$ cat src/rtl/mem_access_ctrl.sv
// mem_access_ctrl: upstream master for ram_uart.
// Arbitrates instruction fetch (IF) and data access (MEM) onto one bus
// request, runs the need_to_work / work_done handshake and returns results
// to the pipeline. A pipeline step with a load/store runs the MEM transaction
// first, then the fetch; the pipeline is released for one cycle when the fetch
// finishes.
// Optional build macro: MEM_TIMEOUT_EN -- bounds the wait on bus_done to
// TIMEOUT cycles, returns NOP/zero on expiry and sets the sticky err flag.
//
// state     | meaning
// ----------+-----------------------------------------------------------
// IDLE      | pick owner (MEM if pending and not yet served, else IF)
// ISSUE     | request presented to ram_uart
// WAIT_LOW  | wait for bus_done to drop (request accepted)
// WAIT_HIGH | wait for bus_done to rise, capture bus_result
// DONE      | request dropped, update mem_served, IF owner releases stall

module mem_access_ctrl #(
    parameter int                ADDR_W   = 16,
    parameter int                DATA_W   = 16,
    parameter logic [DATA_W-1:0] NOP_INST = 16'h0800,
    parameter int                TIMEOUT  = 1024
) (
    input  logic              clk,
    input  logic              rst,
    input  logic [ADDR_W-1:0] if_addr,
    output logic [DATA_W-1:0] if_inst,
    input  logic              mem_rd,
    input  logic              mem_wr,
    input  logic [ADDR_W-1:0] mem_addr,
    input  logic [DATA_W-1:0] mem_wdata,
    output logic [DATA_W-1:0] mem_rdata,
    output logic              stall,
    output logic              bus_need_to_work,
    output logic              bus_rd,
    output logic              bus_wr,
    output logic [ADDR_W-1:0] bus_addr,
    output logic [DATA_W-1:0] bus_wdata,
    input  logic              bus_done,
    input  logic [DATA_W-1:0] bus_result,
    output logic              err
);

    typedef enum logic [2:0] {
        S_IDLE,
        S_ISSUE,
        S_WAIT_LOW,
        S_WAIT_HIGH,
        S_DONE
    } state_t;

    state_t state;
    logic   owner_mem;
    logic   mem_served;

    if (TIMEOUT < 2) begin : g_timeout_check
        $error("mem_access_ctrl: TIMEOUT must be at least 2");
    end

`ifdef MEM_TIMEOUT_EN
    localparam int CNT_W = $clog2(TIMEOUT);

    logic [CNT_W-1:0] tmo_cnt;
    logic             tmo_hit;

    assign tmo_hit = (tmo_cnt == '0);
`else
    assign err = 1'b0;
`endif

    // Sequencer: owner selection, bus handshake, result capture and stall.
    always_ff @(posedge clk or negedge rst) begin
        if (!rst) begin
            state            <= S_IDLE;
            owner_mem        <= 1'b0;
            mem_served       <= 1'b0;
            if_inst          <= NOP_INST;
            mem_rdata        <= '0;
            stall            <= 1'b1;
            bus_need_to_work <= 1'b0;
            bus_rd           <= 1'b0;
            bus_wr           <= 1'b0;
            bus_addr         <= '0;
            bus_wdata        <= '0;
`ifdef MEM_TIMEOUT_EN
            tmo_cnt          <= '0;
            err              <= 1'b0;
`endif
        end else begin
            case (state)
                S_IDLE: begin
                    // Strobes are set here so they are already valid while in ISSUE.
                    if ((mem_rd || mem_wr) && !mem_served) begin
                        owner_mem <= 1'b1;
                        bus_addr  <= mem_addr;
                        bus_wdata <= mem_wdata;
                        bus_rd    <= !mem_wr;
                        bus_wr    <= mem_wr;
                    end else begin
                        owner_mem <= 1'b0;
                        bus_addr  <= if_addr;
                        bus_rd    <= 1'b1;
                        bus_wr    <= 1'b0;
                    end
                    bus_need_to_work <= 1'b1;
                    state            <= S_ISSUE;
                end

                S_ISSUE: begin
`ifdef MEM_TIMEOUT_EN
                    tmo_cnt <= CNT_W'(TIMEOUT - 1);
`endif
                    state <= S_WAIT_LOW;
                end

                S_WAIT_LOW: begin
                    if (!bus_done) begin
                        state <= S_WAIT_HIGH;
                    end
`ifdef MEM_TIMEOUT_EN
                    else if (tmo_hit) begin
                        if (!owner_mem) begin
                            if_inst <= NOP_INST;
                        end else if (bus_rd) begin
                            mem_rdata <= '0;
                        end
                        err              <= 1'b1;
                        bus_need_to_work <= 1'b0;
                        bus_rd           <= 1'b0;
                        bus_wr           <= 1'b0;
                        stall            <= owner_mem;
                        state            <= S_DONE;
                    end
                    tmo_cnt <= tmo_cnt - 1'b1;
`endif
                end

                S_WAIT_HIGH: begin
                    if (bus_done) begin
                        if (!owner_mem) begin
                            if_inst <= bus_result;
                        end else if (bus_rd) begin
                            mem_rdata <= bus_result;
                        end
                        bus_need_to_work <= 1'b0;
                        bus_rd           <= 1'b0;
                        bus_wr           <= 1'b0;
                        stall            <= owner_mem;
                        state            <= S_DONE;
                    end
`ifdef MEM_TIMEOUT_EN
                    else if (tmo_hit) begin
                        if (!owner_mem) begin
                            if_inst <= NOP_INST;
                        end else if (bus_rd) begin
                            mem_rdata <= '0;
                        end
                        err              <= 1'b1;
                        bus_need_to_work <= 1'b0;
                        bus_rd           <= 1'b0;
                        bus_wr           <= 1'b0;
                        stall            <= owner_mem;
                        state            <= S_DONE;
                    end
                    tmo_cnt <= tmo_cnt - 1'b1;
`endif
                end

                S_DONE: begin
                    // A served MEM access is not repeated until the following fetch completes.
                    mem_served <= owner_mem;
                    stall      <= 1'b1;
                    state      <= S_IDLE;
                end

                default: begin
                    state <= S_IDLE;
                end
            endcase
        end
    end

endmodule
$ cat config.mk
export PLATFORM = sky130hd
export DESIGN_NAME = mem_access_ctrl
export DESIGN_NICKNAME = d
export VERILOG_FILES = /design/src/rtl/mem_access_ctrl.sv
export SDC_FILE = /design/constraint.sdc
export NUM_CORES = 1
export LEC_CHECK = 0
export CAP_MARGIN = 20
export CORE_ASPECT_RATIO = 1.75
export CORE_MARGIN = 2
export CORE_UTILIZATION = 40
export CTS_CLUSTER_DIAMETER = 120
export CTS_CLUSTER_SIZE = 25
export DETAILED_ROUTE_END_ITERATION = 7
export PLACE_DENSITY = 0.78
export SLEW_MARGIN = 20
export SYNTH_ARGS = -nofsm -noshare
export SYNTH_HDL_FRONTEND = slang
export SYNTH_SLANG_ARGS = --single-unit
$ cat constraint.sdc
create_clock -name clk -period 5.1 [get_ports clk]
set_input_delay 1.02 -clock clk [delete_from_list [all_inputs] [get_ports clk]]
set_output_delay 1.02 -clock clk [all_outputs]
set_load 0.02 [all_outputs]
# Word level (Yosys, flattened, before mapping)
# Cells that the tools add are included.
# Widths: inputs -> output; s select.
# word_totals
register_bits	73
inputBits	69
out_inout_bits	69
wordCells	44
# classes
eq_ne	6
mux	13
n_bitwise	1
n_reduce_logical	13
# op_table
op	n
$mux 16	1
$pmux 3 s4	1
$pmux 1 s2	4
$reduce_and 2->1	4
$eq 3x2->1 const B	2
$mux 3	2
$mux 1	5
$ne 2x2->1 const B	2
$reduce_and 4->1	1
$reduce_bool 2->1	2
$eq 3x1->1 const B	1
$eq 3x3->1 const B	1
$logic_not 3->1	1
$reduce_and 3->1	1
$logic_not 1->1	2
$logic_and 1x1->1	1
$logic_or 1x1->1	1
$not 1->1	1

# Longest topological paths before layout
# Gate-level depths: netlist (run 1).
# depth
word_depth	4
depth_mapped	7
mapped_depth_nobuf	4

# Worst setup path before layout (run 1)
# Ideal clock, no wire load.
# synth_timing
kind	input port to flip-flop
startpoint	in bus_done
endpoint	reg mem_rdata[10]
setup_ns	0.125
arrival_ns	1.938
required_ns	4.975
path_slack_ns	3.037
stages	6
path_buffers	2
path_cell_list	nand4b_4 inv_2 and3_1 buf_4 buf_8 mux2_4
# synth_between
elab_chain_len	1
# synth_rtl
item	line_no	source
start: declaration	39	input logic bus_done,
$reduce_and 4->1 (no source line)	-	
end signal: assignment	143	mem_rdata <= bus_result;
end: declaration	32	output logic [DATA_W-1:0] mem_rdata,
# Every way passes these cells.
# A chain may end at the register's enable or synchronous reset.

# Final worst setup path (run 1)
# layout_timing
startpoint	in bus_done
endpoint	reg mem_rdata[4]
# The elaborated chain is that of the path after synthesis.

==> results of run 1 <==
-- sequential cells by signal, indices dropped and copies added (netlist names) --
signal / cells
bus_addr: 16
bus_need_to_work: 1
bus_rd: 1
bus_wdata: 16
bus_wr: 1
if_inst: 16
mem_rdata: 16
mem_served: 1
owner_mem: 1
stall: 1
state: 3
-- layout by cell type, fill, tap and decap left out, drive strengths merged --
master           n
nand3            2
o21ba            1
o31ai            1
a22oi            1
o21ai            2
and2             1
buf              1
and3             1
clkbuf          14
dfstp            2
conb             1
or3              1
a211oi           2
inv              3
nand2           20
nand4b           1
dfrtp           71
nor2            19
a21o             1
clkdlybuf4s50  135
nand3b           1
o21bai           1
a21oi           33
nor3             1
mux2            49
-- logic make-up after synthesis --
family	count (synthesis)	share of synthesized area [%]
AO/OA/AOI/OAI	42	7.71
other	1	0.124
AND/OR/NAND/NOR	47	7.75
buffers and inverters	16	3.63
flip-flops	73	60.3
multiplexers	49	20.5
-- layout make-up --
class                   count  area (um2)  area share (%)
inverters                   3        11.3           0.241
well taps                  88         110            2.35
flip-flops and latches     73        1830            39.1
repair buffers            136        1360            29.1
clock buffers              14         264            5.65
multi-input cells         139        1100            23.6
-- metal layers --
| metal | vias up | global-route usage [%] |
|---|---|---|
| met5 | - | 0 |
| met4 | 0 | 9.38 |
| met3 | 17 | 5.92 |
| met2 | 83 | 30.6 |
| met1 | 1091 | 20.0 |
| li1 | 1049 | - |
-- through the flow --
| stage | instances | hold WS, ps |
|---|---|---|
| after floorplan | 228 | 470 |
| after global placement | 439 | 484 |
| after detailed placement | 439 | 489 |
| after CTS | 453 | 505 |
| after global routing | 453 | 520 |
| final | 453 | 501 |
-- power by group --
part | switching, mW | leakage [nW] | internal, mW
Combinational | 0.719 | 1.01 | 0.795
Clock | 0.217 | 0.129 | 0.351
Sequential | 0.175 | 0.871 | 0.868
Total | 1.11 | 2.01 | 2.01
-- worst min-delay path by stage --
stage	to	slack [ps]	cells past startpoint	startpoint
after floorplan	bus_wr	470	1	mem_served
after global placement	bus_need_to_work	480	2	bus_need_to_work
after detailed placement	bus_need_to_work	490	2	bus_need_to_work
after CTS	bus_need_to_work	510	2	bus_need_to_work
after global routing	if_inst[8]	520	1	if_inst[8]
final	if_inst[8]	500	1	if_inst[8]
==> results.sh, run 1 <==
export IMPL_grt_pass1_vias=2271
export IMPL_fin_nets=431
export IMPL_slowest_delay_ps=770
export IMPL_yosys_cell_types_count=31
export IMPL_p_leak_nw=2.01
export IMPL_clk_pin_slew_ps=50
export IMPL_drt_met1_wl_um=2610
export IMPL_cts_buffers=9
export IMPL_slew_headroom_pct=38.1
export IMPL_synth_most_common_cell="dfrtp_1"
export IMPL_grt_pass1_wl_um=11500
export IMPL_clk_latency_ps=330
export IMPL_worstMarginPinSlew_ps=928
export IMPL_pwr_density_cell_nw_per_um2=668
export IMPL_antenna_found_initial=0
export IMPL_post_cts_buffers=0
export IMPL_hold_buffers=0
export IMPL_period_share_pct=54.9
export IMPL_dp_worst_setup_slack_ps=1920
export IMPL_area_delta_synth_final_pct=54.0
export IMPL_wl_per_cell_um=15.9
export IMPL_max_cap_viol_count=0
export IMPL_rsz0062_at_grt="no"
export IMPL_viasPerCell=4.94
export IMPL_die_h_um=119
export IMPL_vias=2240
export IMPL_cp_start_kind="primary input"
export IMPL_drt_pass1_iterations=4
export IMPL_port_buffers=136
export IMPL_slew_viol_final=0
export IMPL_setup_viol=0
export IMPL_irDropWorstVdd_uv=277
export IMPL_criticalPathCategory="primary input to register"
export IMPL_finalPower_mw=3.12
export IMPL_syn_inst=228
export IMPL_grt_overflow_total=0
export IMPL_cts_htree_levels=3
export IMPL_syn_area_per_cell_um2=13.3
export IMPL_arrival_ps=3020
export IMPL_clock_sinks=73
export IMPL_worstPathCellList="clkdlybuf4s50_1 -> nand4b_4 -> inv_2 -> and3_1 -> mux2_2"
export IMPL_crit_fanout=16
export IMPL_fill_cells=604
export IMPL_crit_buf_inv=2
export IMPL_fin_setup_tns_ps=0
export IMPL_clock_path_buffers=2
export IMPL_synth_seq_area_share_pct=60.3
export IMPL_track_usage_pct=18.1
export IMPL_dpl_hpwl_um=5090
export IMPL_ys_seq_elements=73
export IMPL_period_needed_ps=2800
export IMPL_synth_edf_count=0
export IMPL_finClkSkew_ps=5.67
export IMPL_r2r_slack_ps=2860
export IMPL_cts_tree="yes"
export IMPL_io_pins=138
export IMPL_endpoint="mem_rdata[4]"
export IMPL_yosysTopAreaCellShare_pct=58.5
export IMPL_yosysWarnings=0
export IMPL_synth_fp_nets=297
export IMPL_antenna_cells=0
export IMPL_fmax_mhz=357
export IMPL_synth_area_leaders="dfrtp_1, mux2_2, mux2_4, a21oi_1, nand2_1"
export IMPL_route_detailed_drc=0
export IMPL_synthFlopType="dfrtp_1"
export IMPL_drive_gt1_share_pct=19.2
export IMPL_cp_required_ps=5310
export IMPL_crit_path_end_kind="register"
export IMPL_worst_slack_ps=2300
export IMPL_critPathTopFamily="simple AND/OR/NAND/NOR gates"
export IMPL_path_depth=5
export IMPL_hold_viol_final=0
export IMPL_rows=42
export IMPL_synth_largest_area_cell="dfrtp_1"
export IMPL_syn_area_um2=3040
export IMPL_ys_top_cells_by_count="dfrtp_1, a21oi_1, mux2_2"
export IMPL_drt_iter0_drc=106
export IMPL_detailed_place_area_um2=4410
export IMPL_grt_max_degree=74
export IMPL_crit_slowest_cell="and3_1"
export IMPL_place_gp_congestion=0.814
export IMPL_wirelength_um=7200
export IMPL_topRoutingLayerUsed="met4"
export IMPL_critPathLaunch="bus_done"
export IMPL_postRouteAntennaNets=0
export IMPL_core_um2=7460
export IMPL_route_met3_wl_um=422
export IMPL_r2r_end="bus_wdata[5]"
export IMPL_reg2reg_from="state[0]"
export IMPL_die_area_um2=8330
export IMPL_design_area_um2=4680
export IMPL_wl_met2_um=3960
export IMPL_reg2regPathDepth=3
export IMPL_status="finished, final reports clean"
export IMPL_cts_resized=0
export IMPL_finalCoreUtilization_pct=62.7
export IMPL_synthArstFlopShare_pct=100
export IMPL_start_util_pct=40.7
export IMPL_die_w_um=69.9
export IMPL_ctsRootBufferMaster="clkbuf_16"
export IMPL_hold_path_class="register to register"
No activity file was read; power rests on OpenSTA's default activity.
==> inputs of run 2 (changes only) <==
Settings changed: CORE_UTILIZATION 40 to 37, PLACE_DENSITY 0.78 to 0.76.
Clock period 5.1 ns to 2.3 ns, I/O delays scaled along.
==> results.sh, run 2 (synthesis results as in run 1) <==
export IMPL_finalPower_mw=7.15
export IMPL_final_cell_mix="clkdlybuf4s50_1, dfrtp_1, a21oi_1"
export IMPL_ctsRootBufferMaster="clkbuf_16"
export IMPL_r2r_end="bus_wdata[5]"
export IMPL_grt_pass1_vias=2401
export IMPL_wl_per_cell_um=15.5
export IMPL_fin_setup_tns_ps=0
export IMPL_hold_viol_final=0
export IMPL_fin_nets=437
export IMPL_critPathLaunch="stall"
export IMPL_clk_pin_slew_ps=60
export IMPL_arrival_ps=1480
export IMPL_rows=43
export IMPL_cts_buffers=9
export IMPL_wirelength_um=7180
export IMPL_cts_htree_levels=3
export IMPL_p_leak_nw=2.07
export IMPL_period_share_pct=84.4
export IMPL_hold_path_class="primary input to async pin"
export IMPL_irDropWorstVdd_uv=763
export IMPL_busiest_layer="met2"
export IMPL_use_met3_pct=5.74
export IMPL_crit_buf_inv=1
export IMPL_met2_usage_pct=30.6
export IMPL_post_cts_buffers=0
export IMPL_drt_iter0_drc=86
export IMPL_antenna_found_initial=0
export IMPL_period_needed_ps=1940
export IMPL_cp_start_kind="register"
export IMPL_reg2regPathDepth=3
export IMPL_vias=2257
export IMPL_io_pins=138
export IMPL_core_um2=7960
export IMPL_hold_buffers=0
export IMPL_cts_resized=0
export IMPL_criticalPathCategory="register to output port"
export IMPL_setup_viol=0
export IMPL_worstPathCellList="clkdlybuf4s50_1"
export IMPL_pwr_density_cell_nw_per_um2=1490
export IMPL_port_buffers=136
export IMPL_crit_fanout=3
export IMPL_track_usage_pct=17.5
export IMPL_finClkSkew_ps=7.11
export IMPL_cp_required_ps=1840
export IMPL_crit_path_end_kind="output port"
export IMPL_drive_gt1_share_pct=21.7
export IMPL_r2r_slack_ps=480
export IMPL_die_w_um=72.5
export IMPL_rsz0062_at_grt="no"
export IMPL_final_common_cell="clkdlybuf4s50_1"
export IMPL_status="finished, final reports clean"
export IMPL_critPathTopFamily="buffers and inverters"
export IMPL_grt_pass1_wl_um=11900
export IMPL_clock_sinks=73
export IMPL_area_delta_synth_final_pct=58.4
export IMPL_postRouteAntennaNets=0
export IMPL_antenna_cells=0
export IMPL_die_h_um=124
export IMPL_route_detailed_drc=0
export IMPL_max_cap_viol_count=0
export IMPL_slowest_delay_ps=600
export IMPL_slew_viol_final=0
export IMPL_clock_path_buffers=2
export IMPL_crit_slowest_cell="clkdlybuf4s50_1"
export IMPL_grt_use_met1_pct=18.9
export IMPL_cts_tree="yes"
export IMPL_place_gp_congestion=0.717
export IMPL_drt_pass1_iterations=4
export IMPL_die_area_um2=8970
export IMPL_fmax_mhz=515
export IMPL_grt_max_degree=41
export IMPL_dpl_hpwl_um=5300
export IMPL_reg2reg_from="state[0]"
export IMPL_clk_latency_ps=330
export IMPL_start_util_pct=38.1
export IMPL_viasPerCell=4.87
export IMPL_grt_overflow_total=0
[run 2: changes by cell type in the layout (fill, tap and decap cells not counted), sizes merged]
cell	delta
bufinv	+1
clkinvlp	+2
buf	+6
clkbuf	-2
clkinv	+1
[run 2: worst max path at each step]
| stage | end | slack, ps | cells past startpoint |
|---|---|---|---|
| finish | stall | 360 | 1 |
| floorplan | bus_wdata[10] | 620 | 5 |
| global route | stall | 330 | 1 |
| global placement | mem_rdata[3] | 240 | 6 |
| detailed placement | mem_rdata[0] | 190 | 6 |
| CTS | stall | 340 | 1 |
[run 2: layout make-up]
type                       count  area [um2]
tap                           90         113
sequential                    73        1830
fill                         646        3160
clock buffer                  12         267
clock inverter                 4        50.0
inverter                       3        11.3
multi-input combinational    139        1100
timing repair buffer         142        1440
[run 2: power breakdown]
group	switching (mW)	internal (mW)	total, mW
sequential	0.378	1.92	2.30
clock	0.516	0.926	1.44
combinational	1.60	1.81	3.41
[run 2: routing by layer]
layer / vias to the layer above / part of all wire [%]
met1: 1082 / 37
li1: 1068 / -
met5: - / 0
met2: 95 / 54
met3: 12 / 7.7
met4: 0 / 1.9
[run 2: stage by stage]
stage	cells	util (%)	setup slack, ps	cell area [um2]	hold WS (ps)
2_1_floorplan	228	-	621	3040	164
3_3_place_gp	447	56.4	237	4490	432
3_5_place_dp	447	56.4	191	4490	443
4_1_cts	463	60.4	339	4810	85.9
5_1_grt	463	60.4	326	4810	103
6_report	463	60.4	359	4810	73.2
==> inputs of run 3 (changes only) <==
Settings changed: CORE_UTILIZATION 37 to 40, PLACE_DENSITY 0.76 to 0.78.
Clock period 2.3 ns to 1.99 ns, I/O delays scaled along.
==> results.sh, run 3 (synthesis results as in run 1) <==
export IMPL_status="finished, final reports clean"
export IMPL_worstPathCellList="clkdlybuf4s50_1"
export IMPL_slew_viol_final=0
export IMPL_post_cts_buffers=0
export IMPL_ctsRootBufferMaster="clkbuf_16"
export IMPL_cp_required_ps=1590
export IMPL_hold_path_class="primary input to async pin"
export IMPL_die_h_um=119
export IMPL_fill_cells=580
export IMPL_pwr_density_cell_nw_per_um2=1720
export IMPL_rows=42
export IMPL_clock_path_buffers=2
export IMPL_worst_slack_ps=116
export IMPL_criticalPathCategory="register to output port"
export IMPL_critPathTopFamily="buffers and inverters"
export IMPL_drt_pass1_iterations=4
export IMPL_clk_pin_slew_ps=60
export IMPL_max_cap_viol_count=0
export IMPL_cts_tree="yes"
export IMPL_vias=2310
export IMPL_hold_viol_final=0
export IMPL_finClkSkew_ps=3.59
export IMPL_cts_buffers=9
export IMPL_wl_per_cell_um=16.3
export IMPL_dp_worst_setup_slack_ps=11.4
export IMPL_crit_path_end_kind="output port"
export IMPL_cts_resized=0
export IMPL_finalCoreUtilization_pct=64.5
export IMPL_crit_buf_inv=1
export IMPL_dpl_hpwl_um=5530
export IMPL_slowest_delay_ps=610
export IMPL_track_usage_pct=19.0
export IMPL_arrival_ps=1480
export IMPL_route_detailed_drc=0
export IMPL_wirelength_um=7580
export IMPL_cp_start_kind="register"
export IMPL_grt_overflow_total=0
export IMPL_fin_nets=442
export IMPL_antenna_cells=0
export IMPL_fmax_mhz=533
export IMPL_io_pins=138
export IMPL_rsz0062_at_grt="no"
export IMPL_grt_pass1_wl_um=12300
export IMPL_postRouteAntennaNets=0
export IMPL_period_share_pct=94.2
export IMPL_hold_buffers=0
export IMPL_die_w_um=69.9
export IMPL_drt_iter0_drc=80
export IMPL_final_common_cell="clkdlybuf4s50_1"
export IMPL_drive_gt1_share_pct=22.5
export IMPL_start_util_pct=40.7
export IMPL_grt_pass1_vias=2483
export IMPL_port_buffers=136
export IMPL_die_area_um2=8330
export IMPL_viasPerCell=4.96
export IMPL_r2r_slack_ps=240
export IMPL_clk_latency_ps=330
export IMPL_setup_viol=0
export IMPL_area_delta_synth_final_pct=58.5
export IMPL_clock_sinks=73
export IMPL_place_gp_congestion=0.811
export IMPL_crit_fanout=3
export IMPL_irDropWorstVdd_uv=896
export IMPL_core_um2=7460
export IMPL_final_cell_mix="clkdlybuf4s50_1, dfrtp_1, a21oi_1"
export IMPL_fin_setup_tns_ps=0
export IMPL_p_leak_nw=2.08
export IMPL_cts_htree_levels=3
export IMPL_antenna_found_initial=0
export IMPL_period_needed_ps=1870
export IMPL_crit_slowest_cell="clkdlybuf4s50_1"
export IMPL_grt_max_degree=39
## run 3: changes by cell type in the layout (fill, tap and decap cells not counted), sizes merged
cell,delta
clkinv,+1
clkbuf,-1
buf,+5
## run 3: worst paths after layout
| path | start | endpoint | cells past startpoint |
|---|---|---|---|
| min in group clk | mem_rdata[1] | mem_rdata[1] | 1 |
| worst max register to register | state[2] | bus_wdata[1] | 3 |
| worst min register to register | mem_rdata[1] | mem_rdata[1] | 1 |
| worst min-delay path | rst | if_inst[0] | 1 |
| max in group asynchronous | rst | if_inst[11] | 2 |
| worst max-delay path | stall | stall | 1 |
## run 3: layout make-up
class	count	area [um2]	share of cell area [%]
flip-flops and latches	73	1830	38.0
well taps	88	110	2.29
clock inverters	5	55.1	1.14
inverters	3	11.3	0.234
repair buffers	147	1470	30.5
clock buffers	11	243	5.05
multi-input cells	139	1100	22.8
## run 3: metrics by stage
step,hold WS (ps),cell area (um2),power [mW],instances
after global placement,392,4510,6.64,450
after CTS,37.1,4810,8.38,466
final,27.6,4810,8.27,466
after global routing,59.4,4810,8.75,466
after floorplan,102,3040,4.84,228
after detailed placement,391,4510,6.74,450
## run 3: routing by layer
layer	routed length [um]	vias up	track usage, %
met5	0	-	0
li1	-	1071	-
met3	334	14	5.16
met2	4370	79	33.7
met4	178	0	8.17
met1	2690	1146	21.0
## run 3: report_power, final
group	switching [mW]	internal [mW]
sequential	0.421	2.23
clock	0.593	1.00
combinational	1.90	2.13
total	2.92	5.35
